## config.mk

```make
export PLATFORM = sky130hd
export DESIGN_NAME = mpmc11_rd_fifo_arb
export DESIGN_NICKNAME = d
export VERILOG_FILES = /design/src/rtl/mpmc11_rd_fifo_arb.sv
export SDC_FILE = /design/constraint.sdc
export NUM_CORES = 1
export LEC_CHECK = 0
export ABC_CLOCK_PERIOD_IN_PS = 7400
export CAP_MARGIN = 20
export CORE_MARGIN = 1
export CORE_UTILIZATION = 64
export CTS_BUF_LIST = sky130_fd_sc_hd__clkbuf_8
export CTS_CLUSTER_SIZE = 20
export DETAILED_ROUTE_END_ITERATION = 10
export PLACE_DENSITY = 0.85
export SETUP_SLACK_MARGIN = 0.02
export SLEW_MARGIN = 0
export SYNTH_ARGS = -nofsm -noshare
export SYNTH_HDL_FRONTEND = slang
export SYNTH_SLANG_ARGS = --single-unit
```

## constraint.sdc

```tcl
create_clock -name clk -period 7.4 [get_ports clk]
set_input_delay 1.85 -clock clk [delete_from_list [all_inputs] [get_ports clk]]
set_output_delay 1.85 -clock clk [all_outputs]
set_load 0.02 [all_outputs]
```

## src/rtl/mpmc11_rd_fifo_arb.sv

```systemverilog
// rtl/mpmc11_rd_fifo_arb.sv - round-robin read-FIFO arbiter with registered grant
//
// Purpose: picks one readable command FIFO out of rd_req, offers it to the
// sequencer, pops it on acceptance and holds off further grants until the
// memory transaction completes.
//
// Optional feature macro: MPMC11_RD_ARB_AGE_EN adds per-port saturating
// starvation counters; a saturated requester overrides round-robin.
//
// Ports:
//   clk          system clock, rising edge
//   rst_n        asynchronous active-low reset
//   rd_req       [NPORT] readable FIFO candidate vector
//   grant_ack    sequencer accepts the current offer (OFFER only)
//   txn_done     sequencer finished the accepted transaction (BUSY only)
//   grant_valid  an offer is presented
//   grant_port   [PW] offered port index, 0 when no offer
//   grant_oh     [NPORT] one-hot offered port, 0 when no offer
//   fifo_rd      [NPORT] one-cycle pop strobe to the granted FIFO
//   busy         high in OFFER and BUSY

module mpmc11_rd_fifo_arb #(
    parameter int NPORT = 9,
    parameter int PW    = 4,
    parameter int AGE_W = 4
) (
    input  logic             clk,
    input  logic             rst_n,
    input  logic [NPORT-1:0] rd_req,
    input  logic             grant_ack,
    input  logic             txn_done,
    output logic             grant_valid,
    output logic [PW-1:0]    grant_port,
    output logic [NPORT-1:0] grant_oh,
    output logic [NPORT-1:0] fifo_rd,
    output logic             busy
);

    if ((2 ** PW) < NPORT || AGE_W < 1) begin : g_param_check
        $error("mpmc11_rd_fifo_arb: PW too narrow for NPORT or AGE_W < 1");
    end

    typedef enum logic [1:0] {
        ST_ARB   = 2'd0,
        ST_OFFER = 2'd1,
        ST_BUSY  = 2'd2
    } state_t;

    state_t           state;
    state_t           state_nxt;
    logic [PW-1:0]    rr_ptr;
    logic [PW-1:0]    rr_ptr_nxt;
    logic             grant_valid_nxt;
    logic [PW-1:0]    grant_port_nxt;
    logic [NPORT-1:0] grant_oh_nxt;
    logic [NPORT-1:0] fifo_rd_nxt;
    logic             busy_nxt;

    // Round-robin search: first requester at or above rr_ptr, wrapping.
    logic             rr_found;
    logic [PW-1:0]    rr_port;
    logic [NPORT-1:0] rr_shift;
    int               rr_cand;

    always_comb begin
        rr_found = 1'b0;
        rr_port  = '0;
        rr_shift = '0;
        rr_cand  = 0;
        for (int i = 0; i < NPORT; i++) begin
            rr_cand  = (int'(rr_ptr) + i) % NPORT;
            rr_shift = rd_req >> rr_cand;
            if (!rr_found && rr_shift[0]) begin
                rr_found = 1'b1;
                rr_port  = PW'(rr_cand);
            end
        end
    end

    logic [PW-1:0] sel_port;

`ifdef MPMC11_RD_ARB_AGE_EN
    logic [AGE_W-1:0] age [NPORT];
    logic             age_found;
    logic [PW-1:0]    age_port;

    // Lowest-index saturated requester wins; scan downward so the last hit is lowest.
    always_comb begin
        age_found = 1'b0;
        age_port  = '0;
        for (int i = NPORT - 1; i >= 0; i--) begin
            if (rd_req[i] && (age[i] == {AGE_W{1'b1}})) begin
                age_found = 1'b1;
                age_port  = PW'(i);
            end
        end
    end

    assign sel_port = age_found ? age_port : rr_port;

    // Ages move only on an ARB->OFFER transition.
    always_ff @(posedge clk or negedge rst_n) begin
        if (!rst_n) begin
            for (int i = 0; i < NPORT; i++) begin
                age[i] <= '0;
            end
        end else if (state == ST_ARB && rr_found) begin
            for (int i = 0; i < NPORT; i++) begin
                if (sel_port == PW'(i)) begin
                    age[i] <= '0;
                end else if (rd_req[i] && (age[i] != {AGE_W{1'b1}})) begin
                    age[i] <= age[i] + 1'b1;
                end
            end
        end
    end
`else
    assign sel_port = rr_port;
`endif

    always_comb begin
        state_nxt       = state;
        rr_ptr_nxt      = rr_ptr;
        grant_valid_nxt = grant_valid;
        grant_port_nxt  = grant_port;
        grant_oh_nxt    = grant_oh;
        fifo_rd_nxt     = '0;
        case (state)
            ST_ARB: begin
                if (rr_found) begin
                    state_nxt       = ST_OFFER;
                    grant_valid_nxt = 1'b1;
                    grant_port_nxt  = sel_port;
                    grant_oh_nxt    = {{(NPORT-1){1'b0}}, 1'b1} << sel_port;
                end
            end
            ST_OFFER: begin
                // Offer is held regardless of rd_req; txn_done is not looked at here.
                if (grant_ack) begin
                    state_nxt       = ST_BUSY;
                    fifo_rd_nxt     = grant_oh;
                    rr_ptr_nxt      = (grant_port == PW'(NPORT - 1)) ? '0 : grant_port + 1'b1;
                    grant_valid_nxt = 1'b0;
                    grant_port_nxt  = '0;
                    grant_oh_nxt    = '0;
                end
            end
            ST_BUSY: begin
                if (txn_done) begin
                    state_nxt = ST_ARB;
                end
            end
            default: begin
                state_nxt       = ST_ARB;
                grant_valid_nxt = 1'b0;
                grant_port_nxt  = '0;
                grant_oh_nxt    = '0;
            end
        endcase
        busy_nxt = (state_nxt != ST_ARB);
    end

    always_ff @(posedge clk or negedge rst_n) begin
        if (!rst_n) begin
            state       <= ST_ARB;
            rr_ptr      <= '0;
            grant_valid <= 1'b0;
            grant_port  <= '0;
            grant_oh    <= '0;
            fifo_rd     <= '0;
            busy        <= 1'b0;
        end else begin
            state       <= state_nxt;
            rr_ptr      <= rr_ptr_nxt;
            grant_valid <= grant_valid_nxt;
            grant_port  <= grant_port_nxt;
            grant_oh    <= grant_oh_nxt;
            fifo_rd     <= fifo_rd_nxt;
            busy        <= busy_nxt;
        end
    end

endmodule

```

==> metrics.yaml <==
run_status:
  status: "completed"
layout:
  syn_to_final_growth_pct: 6.43
  final_cell_mix: "nand2_1, nor2_1, o21ai_0, a21oi_1, ha_1"
  drive_gt1_frac: 0.0825
  num_antenna_cells: 0
  nNetsFinal: 1032
  layout_commonest_cell: "nand2_1"
synth:
  syn_nets: 1034
  synth_edf_count: 0
  yosys_warnings: 0
  syn-instance-count: 971
  synth_area_um2: 7140
  ys_seq_elements: 30
  synth-main-ff-cell: "dfrtp_1"
  synth-async-reset-ratio: 1.00
  synth.lib_cells_used.distinct: 109
  synth.yosys.seq_area_share: 0.105
  synth_area_per_cell_um2: 7.36
timing:
  fin_crit_sh: 0.899
  setup_viol: 0
  finalSetupTns_ns: 0
  drv_slew: 0
  finalHoldViolCount: 0
  worst_slew_pin_slew_ns: 0.996
  rsz0062_at_grt: "no"
  fmax_ghz: 0.150
  max_slew_margin: 0.334
  period_needed_ns: 6.65
  clock_skew_ns: 0.00648
clock_tree:
  insertion_delay_ns: 0.29
  cts_setup_buffers: 0
  h-tree-depth: 2
  cts-root-buf: "clkbuf_8"
  post_cts_resized: 0
  clk_pin_slew_ns: 0.07
  ctsLongestPathBuffers: 2
  cts_tree: "yes"
  postCtsHoldBufs: 0
  cts_buffers: 5
  cts.sinks: 30
critical_path:
  reg2reg_slack_ns: 0.75
  crit_required_ns: 7.58
  cp.arrival_ns: 6.83
  path_cells: "ha_1 > xnor2_2 > inv_1 > ha_1 > nor3_2 > a21oi_1 > xnor2_1 > inv_1 > ha_1 > inv_1 > nor2_1 > nand2_1 > nand2b_1 > and3_1 > nor4bb_1 > o2bb2ai_1 > a21boi_1 > nor2_1 > a2111o_1 > a32o_1 > nor2b_1 > a22o_1"
  path_max_fanout: 14
  r2r-start: "rr_ptr[0]"
  cpLargestDelayFamily: "compound AO/OA/AOI/OAI gates"
  path_buf_inv: 3
  cp_slowest_cell: "xnor2_2"
  r2r-end: "grant_oh[4]"
  rr_worst_depth: 22
  cp-start-kind: "flop"
  endpoint_kind: "flop"
  critical-path-max-stage-delay_ns: 0.65
  crit_type: "flop to flop"
global_route:
  grt_max_degree: 67
  grtUsageTotal: 0.387
  overflow: 0
  grt_pass1_wl_um: 35700
  grt_pass1_vias: 7256
  antenna_found_initial: 0
route:
  wirelength_um: 22500
  avgRoutedWirePerCell_um: 20.3
  drc_errors: 0
  ant_nets: 0
  via_per_inst: 7.28
  dr_total_vias: 8076
  drtIter0Drc: 1096
  firstDrtPassIters: 5
flow_run:
  maxCapViolCount: 0
floorplanning:
  die-area_um2: 11600
  pin_count: 37
  start_util: 0.659
  core_area_um2: 10800
  rows: 38
  die_h_um: 108
  die_x_um: 108
min_path:
  hp-start: "grant_valid"
  hold_depth: 2
  hold_end: "grant_valid"
  hold_path_class: "flop to flop"
placement:
  port-buffer-count: 36
  place_congestion: 0.953
  dp_hpwl_um: 16600
[kinds of logic after synthesis]
kind of cell             synth area share
AO/OA/AOI/OAI                       0.370
flip-flops                          0.105
AND/OR/NAND/NOR                     0.256
multiplexers                       0.0711
buffers and inverters              0.0646
XOR/XNOR                           0.0434
adder cells (fa/ha/maj)            0.0890
[through the flow]
stage / setup WS, ns / cell area [um2] / utilization / std cells / hold slack, ns
after floorplan: 0.846 / 7140 / - / 971 / 0.513
after global placement: 1.05 / 7510 / 0.693 / 1102 / 0.480
after detailed placement: 0.997 / 7510 / 0.693 / 1102 / 0.481
after CTS: 0.983 / 7600 / 0.701 / 1110 / 0.515
after global routing: 0.242 / 7600 / 0.701 / 1110 / 0.523
final: 0.748 / 7600 / 0.701 / 1110 / 0.510
[area by class of cell]
type | instances | area (um2)
fill | 981 | 3240
timing repair buffer | 49 | 458
tap | 140 | 175
sequential | 30 | 752
inverter | 51 | 191
clock inverter | 2 | 12.5
clock buffer | 6 | 82.6
multi-input combinational | 832 | 5930
[worst reg2reg max path: stages (launching register included)]
cell	delay (ns)
dfrtp_2	0.47
ha_1	0.47
xnor2_2	0.66
inv_1	0.18
ha_1	0.27
nor3_2	0.37
a21oi_1	0.16
xnor2_1	0.45
inv_1	0.22
ha_1	0.33
inv_1	0.10
nor2_1	0.06
nand2_1	0.11
nand2b_1	0.17
and3_1	0.24
nor4bb_1	0.37
o2bb2ai_1	0.13
a21boi_1	0.52
nor2_1	0.17
a2111o_1	0.39
a32o_1	0.34
nor2b_1	0.18
a22o_1	0.21
[worst max path at each step]
| stage | start | end | slack, ns | cells after the start |
|---|---|---|---|---|
| after global routing | rr_ptr[0] | grant_oh[0] | 0.24 | 21 |
| after floorplan | rr_ptr[0] | grant_oh[5] | 0.85 | 27 |
| after global placement | rr_ptr[0] | grant_oh[5] | 1.05 | 21 |
| after CTS | rr_ptr[0] | grant_oh[4] | 0.98 | 21 |
| after detailed placement | rr_ptr[0] | grant_oh[4] | 1.0 | 21 |
| final | rr_ptr[0] | grant_oh[4] | 0.75 | 22 |
[metal layers]
metal / vias up / global-route usage / part of all wire
li1: 3738 / - / -
met1: 3774 / 0.515 / 0.41
met2: 469 / 0.614 / 0.45
met3: 95 / 0.0533 / 0.10
met4: 0 / 0.183 / 0.042
met5: - / 0 / 0
[Yosys cell counts (21+ instances only)]
master	number	area (um2)
nand3_1	26	130
clkbuf_1	32	120
nor3_1	28	140
nand2_1	99	372
a21oi_1	57	285
o211ai_1	24	180
ha_1	50	626
nor2_1	62	233
xnor2_1	22	193
and2_1	21	131
mux2i_1	26	260
dfrtp_1	30	751
inv_1	47	176
a211oi_1	27	203
o21ai_0	57	285
[sequential cells by signal, summed over array words and instances, names as in the netlist]
| signal | flops |
|---|---|
| busy | 1 |
| fifo_rd | 9 |
| grant_oh | 9 |
| grant_port | 4 |
| grant_valid | 1 |
| rr_ptr | 4 |
| state | 2 |
Power is not shown: default switching activity piles up to over one toggle a cycle in this logic, so the estimate is an artifact.
